## src/rtl/fpu_issue_queue.sv

```systemverilog
// In-order FP reservation station: captures pending operands from the CDB, dispatches oldest entry first.
// Dispatch one cycle after push/capture; issue_ready_o drops when full (no bypass); eu_* held while eu_ready_i=0.
module fpu_issue_queue #(
  parameter int DEPTH       = 4,
  parameter int EU_CTL_LEN  = 4,
  parameter int FRM_LEN     = 3,
  parameter int ROB_IDX_LEN = 4,
  parameter int FLEN        = 64
) (
  input  logic                              clk_i,
  input  logic                              rst_ni,
  input  logic                              flush_i,
  input  logic                              issue_valid_i,
  output logic                              issue_ready_o,
  input  logic [EU_CTL_LEN-1:0]             issue_ctl_i,
  input  logic [FRM_LEN-1:0]                issue_rm_i,
  input  logic [ROB_IDX_LEN-1:0]            issue_rob_idx_i,
  input  logic [2:0]                        issue_rs_ready_i,
  input  logic [2:0][ROB_IDX_LEN-1:0]       issue_rs_idx_i,
  input  logic [2:0][FLEN-1:0]              issue_rs_value_i,
  input  logic                              cdb_valid_i,
  input  logic [ROB_IDX_LEN-1:0]            cdb_rob_idx_i,
  input  logic [FLEN-1:0]                   cdb_value_i,
  output logic                              eu_valid_o,
  input  logic                              eu_ready_i,
  output logic [EU_CTL_LEN-1:0]             eu_ctl_o,
  output logic [FRM_LEN-1:0]                eu_rm_o,
  output logic [ROB_IDX_LEN-1:0]            eu_rob_idx_o,
  output logic [FLEN-1:0]                   eu_rs1_value_o,
  output logic [FLEN-1:0]                   eu_rs2_value_o,
  output logic [FLEN-1:0]                   eu_rs3_value_o
);

  localparam int PTR_W = (DEPTH > 1) ? $clog2(DEPTH) : 1;
  localparam int CNT_W = $clog2(DEPTH + 1);

  typedef struct packed {
    logic                        valid;
    logic [EU_CTL_LEN-1:0]       ctl;
    logic [FRM_LEN-1:0]          rm;
    logic [ROB_IDX_LEN-1:0]      rob_idx;
    logic [2:0]                  rs_ready;
    logic [2:0][ROB_IDX_LEN-1:0] rs_idx;
    logic [2:0][FLEN-1:0]        rs_value;
  } entry_t;

  entry_t           q [DEPTH];
  entry_t           head_e;
  entry_t           new_entry;
  logic [PTR_W-1:0] head;
  logic [PTR_W-1:0] tail;
  logic [CNT_W-1:0] count;
  logic             push;
  logic             pop;

  function automatic logic [PTR_W-1:0] ptr_inc(input logic [PTR_W-1:0] p);
    return (p == PTR_W'(DEPTH - 1)) ? '0 : p + 1'b1;
  endfunction

  assign head_e        = q[head];
  assign issue_ready_o = (count < CNT_W'(DEPTH));
  assign eu_valid_o    = head_e.valid && (&head_e.rs_ready);
  assign push          = issue_valid_i && issue_ready_o && !flush_i;
  assign pop           = eu_valid_o && eu_ready_i && !flush_i;

  // Data outputs are gated so stale contents of a popped slot never leak out.
  assign eu_ctl_o       = head_e.valid ? head_e.ctl         : '0;
  assign eu_rm_o        = head_e.valid ? head_e.rm          : '0;
  assign eu_rob_idx_o   = head_e.valid ? head_e.rob_idx     : '0;
  assign eu_rs1_value_o = head_e.valid ? head_e.rs_value[0] : '0;
  assign eu_rs2_value_o = head_e.valid ? head_e.rs_value[1] : '0;
  assign eu_rs3_value_o = head_e.valid ? head_e.rs_value[2] : '0;

  // Incoming entry picks up a same-cycle CDB result so it is not missed.
  always_comb begin
    new_entry          = '0;
    new_entry.valid    = 1'b1;
    new_entry.ctl      = issue_ctl_i;
    new_entry.rm       = issue_rm_i;
    new_entry.rob_idx  = issue_rob_idx_i;
    new_entry.rs_ready = issue_rs_ready_i;
    new_entry.rs_idx   = issue_rs_idx_i;
    new_entry.rs_value = issue_rs_value_i;
    for (int k = 0; k < 3; k++) begin
      if (!issue_rs_ready_i[k] && cdb_valid_i && (issue_rs_idx_i[k] == cdb_rob_idx_i)) begin
        new_entry.rs_ready[k] = 1'b1;
        new_entry.rs_value[k] = cdb_value_i;
      end
    end
  end

  always_ff @(posedge clk_i or negedge rst_ni) begin
    if (!rst_ni) begin
      for (int i = 0; i < DEPTH; i++) q[i] <= '0;
      head  <= '0;
      tail  <= '0;
      count <= '0;
    end else if (flush_i) begin
      for (int i = 0; i < DEPTH; i++) q[i].valid <= 1'b0;
      head  <= '0;
      tail  <= '0;
      count <= '0;
    end else begin
      for (int i = 0; i < DEPTH; i++) begin
        for (int k = 0; k < 3; k++) begin
          if (q[i].valid && !q[i].rs_ready[k] && cdb_valid_i &&
              (q[i].rs_idx[k] == cdb_rob_idx_i)) begin
            q[i].rs_ready[k] <= 1'b1;
            q[i].rs_value[k] <= cdb_value_i;
          end
        end
      end
      // Push targets a free slot, so it never collides with the popped head or a capture.
      if (pop) begin
        q[head].valid <= 1'b0;
        head          <= ptr_inc(head);
      end
      if (push) begin
        q[tail] <= new_entry;
        tail    <= ptr_inc(tail);
      end
      case ({push, pop})
        2'b10:   count <= count + 1'b1;
        2'b01:   count <= count - 1'b1;
        default: count <= count;
      endcase
    end
  end

endmodule
```

## config.mk

```make
export PLATFORM = sky130hd
export DESIGN_NAME = fpu_issue_queue
export DESIGN_NICKNAME = d
export VERILOG_FILES = /design/src/rtl/fpu_issue_queue.sv
export SDC_FILE = /design/constraint.sdc
export NUM_CORES = 2
export LEC_CHECK = 0
export ABC_CLOCK_PERIOD_IN_PS = 8000
export BUFFER_PORTS_ARGS = -buffer_cell sky130_fd_sc_hd__buf_2
export CORE_AREA = 2 2 456 458
export DETAILED_ROUTE_END_ITERATION = 10
export DIE_AREA = 0 0 458 460
export GPL_TIMING_DRIVEN = 0
export PLACE_DENSITY = 0.42
export SLEW_MARGIN = 30
export SYNTH_ARGS = -nofsm -noshare
export SYNTH_HDL_FRONTEND = slang
export SYNTH_SLANG_ARGS = --single-unit
```

## constraint.sdc

```tcl
create_clock -name clk_i -period 8 [get_ports clk_i]
set_clock_uncertainty 0.15 [all_clocks]
set_input_delay 0.4 -clock clk_i [delete_from_list [all_inputs] [get_ports clk_i]]
set_output_delay 0.4 -clock clk_i [all_outputs]
set_load 0.03 [all_outputs]
```

==> flow_summary.toml <==
[status]
status = "finished, final reports clean"

[finish]
finalNonFillerCells = 8165
fin_nets = 5649
syn_to_final_growth_pct = 28.3
fillers = 21600
layout-drive-gt1-share_pct = 24.1

[routing]
antenna_left = 0
wl_per_cell_um = 33.6
vias = 44700
via_per_inst = 5.48
drt-initial-drc-count = 5921
drc_errors = 0
dr.pass1.iters = 9
wl_um = 274000

[clock_network]
cts.clk_slew.worst_paths_ns = 0.06
clock_latency_ns = 0.76
clock_path_buffers = 3
cts_resized = 0
numCtsBuffers = 109
cts.sinks = 883
postCtsSetupRepairBufs = 0
htreeDepth = 3
cts_tree = "done"
cts_hold_buf = 300
cts_root_buf = "clkbuf_16"

[min_path]
worstHoldPathType = "primary input to flop"
holdPathStages = 4
worstHoldStart = "issue_rs_value_i[72]"

[yosys]
ys_types = 70
async_flop_share_pct = 100
synth-warning-count = 0
syn-cell-area_mm2 = 0.0470
synth_seq_cells = 883
postSynthAreaPerCell_um2 = 10.6
synth_cells = 4425
syn-num-nets = 4726
ys_seq_area_share_pct = 47.0
synthFlopType = "dfrtp_1"
synth_edf_count = 0

[floorplanning]
die_area_mm2 = 0.211
rows = 167
die_h_um = 460
dieWidth_um = 458
ios = 497
start_util_pct = 22.8
coreArea_mm2 = 0.206

[critical_path]
arrival_ns = 4.29
rr_worst_depth = 7
r2r_slack_ns = 3.59
crit_family = "buffers and inverters"
startpoint = "head[0]"
cp.depth = 7
start_kind = "flop"
crit_top_cell = "buf_2"
cp.required_ns = 7.45
endpoint_kind = "output port"
timing.rr.start = "q[437]"
crit_fanout = 10
cpPeakStageDelay_ns = 0.62
worstPathCellList = "buf_2 > buf_2 > buf_2 > buf_2 > mux4_2 > and2_1 > buf_2"
slowest_stage = "buf_2"
critical_path_buf_inv_count = 5
timing_worst_setup_path_type = "flop to output port"

[sta]
post-route-period-util_pct = 60.5
finalHoldViolCount = 0
fin_ws_ns = 3.16
setup_viol = 0
worst_slew_pin_slew_ns = 1.15
period_needed_ns = 4.84
slew_viol_final = 0
tns_ns = 0
hold_ws_ns = 0.0209
max_freq_ghz = 0.207
slew_headroom_pct = 23.3
rsz0062_at_grt = "false"

[grt]
grt-ovfl-total = 0
grt_max_degree = 113
track_usage_pct = 25.3
grt_pass1_vias = 43700
antenna_found_initial = 38
grt_pass1_wl_um = 372000

[placed_design]
hpwl_um = 199000
dp_slack_ns = 3.78
numPortBuffers = 485
gp_congestion = 0.923
place_inst = 7640

[power_and_ir_drop]
power_leakage_nw = 25.9
powerDensity_mw_per_mm2 = 277
peakVddDrop_mv = 0.186

[job]
cap_violations = 0
[through the flow]
step	cell area, um2	power [W]	utilization (%)
after floorplan	47000	0.00947	-
after global placement	52900	0.0111	25.7
after detailed placement	53600	0.0112	26.0
after CTS	60300	0.0167	29.3
after global routing	60300	0.0174	29.3
final	60300	0.0167	29.3
[path summary, 6_finish.rpt]
kind / endpoint
min in group asynchronous: q[473]
worst min-delay path: q[72]
worst min register to register: q[212]
max in group asynchronous: q[855]
worst max register to register: q[256]
worst max-delay path: eu_rs3_value_o[48]
[flip-flops by register name, indices dropped and copies added, names as in the netlist]
register and flops:
count 3, tail 2, head 2, q 876
[synthesized netlist by cell type, types with 5 or more instances]
cell | instances | area share [%]
nor3_1 | 16 | 0.17
dfrtp_1 | 883 | 47
a221oi_2 | 13 | 0.41
a2bb2oi_1 | 7 | 0.13
buf_1 | 43 | 0.34
a221oi_1 | 209 | 3.9
nand2_1 | 300 | 2.4
xor2_1 | 21 | 0.39
xnor2_1 | 36 | 0.67
and3_1 | 6 | 0.080
a21oi_1 | 265 | 2.8
nor2_1 | 298 | 2.4
a21boi_0 | 7 | 0.11
nand3_1 | 156 | 1.7
o221ai_1 | 27 | 0.50
inv_1 | 277 | 2.2
a22oi_1 | 74 | 1.2
o221a_2 | 64 | 1.5
clkbuf_1 | 307 | 2.4
mux4_2 | 204 | 9.8
ha_1 | 8 | 0.21
buf_2 | 109 | 1.2
o22ai_1 | 120 | 1.6
mux2i_2 | 21 | 0.61
buf_12 | 5 | 0.21
and2_1 | 275 | 3.7
a222oi_1 | 126 | 2.7
o21ai_0 | 134 | 1.4
or3_1 | 10 | 0.13
buf_6 | 25 | 0.60
o21ai_1 | 19 | 0.20
or2_2 | 64 | 0.85
mux2i_4 | 28 | 1.3
mux2i_1 | 79 | 1.7
o32ai_1 | 128 | 2.4
[cells in the final DEF (no fill, tap or decap), types with 74 or more instances in the layout]
cell and count:
a21oi_1 264, a221oi_1 209, a222oi_1 126, a22oi_1 74
and2_1 275, buf_2 603, clkbuf_1 282, clkbuf_16 109
dfrtp_1 883, dlygate4sd3_1 300, inv_1 277, mux2i_1 79
mux4_2 204, nand2_1 300, nand3_1 156, nor2_1 298
o21ai_0 134, o22ai_1 120, o32ai_1 128
[cell type report]
class                      count  area [um2]  area share [%]
multi-input combinational   2771       21700            35.9
antenna                       18        45.0          0.0747
buffer                       493        2340            3.88
clock inverter                42         430           0.713
tap                         2704        3380            5.61
timing repair buffer         812        6040            10.0
sequential                   883       22100            36.6
clock buffer                 164        3280            5.44
inverter                     278        1040            1.73
[worst register-to-register path: stages, from the launching register on]
cell and delay [ns]:
dfrtp_1 0.40, nand2_1 0.11, or3_1 0.43, o31ai_1 0.86, buf_2 0.79, buf_2 0.70
o221ai_1 0.24, dlygate4sd3_1 0.61
[kinds of logic (layout without fill, tap and decap cells)]
group                      Yosys count  after routing  share of synthesized area [%]
AOI/OAI and AO/OA                 1219           1219                           19.4
xor gates and xnor gates            57             57                           1.06
adders and majority gates            9              9                          0.255
buffers and inverters              771           1789                           7.05
DFF                                883            883                           47.0
muxes                              332            332                           13.4
other                                0             18                              0
and+or+nand+nor                   1154           1154                           11.9
[per-layer routing]
layer,wire [um],part of all wire (%),GRT usage (%),up-vias
met5,177,0.065,0,-
met2,119000,44,37.9,2435
met3,23400,8.5,6.03,451
li1,-,-,-,18400
met4,16400,6.0,13.1,28
met1,115000,42,33.7,23400
[report_power, final]
group / total (W) / switching [W] / internal (W) / leakage (nW)
Sequential: 0.00668 / 0.000799 / 0.00588 / 10.3
Clock: 0.00528 / 0.00225 / 0.00303 / 1.87
Combinational: 0.00476 / 0.00262 / 0.00214 / 13.8
Total: 0.0167 / 0.00567 / 0.0110 / 25.9
Note: power is estimated with default switching activity, not from simulation.
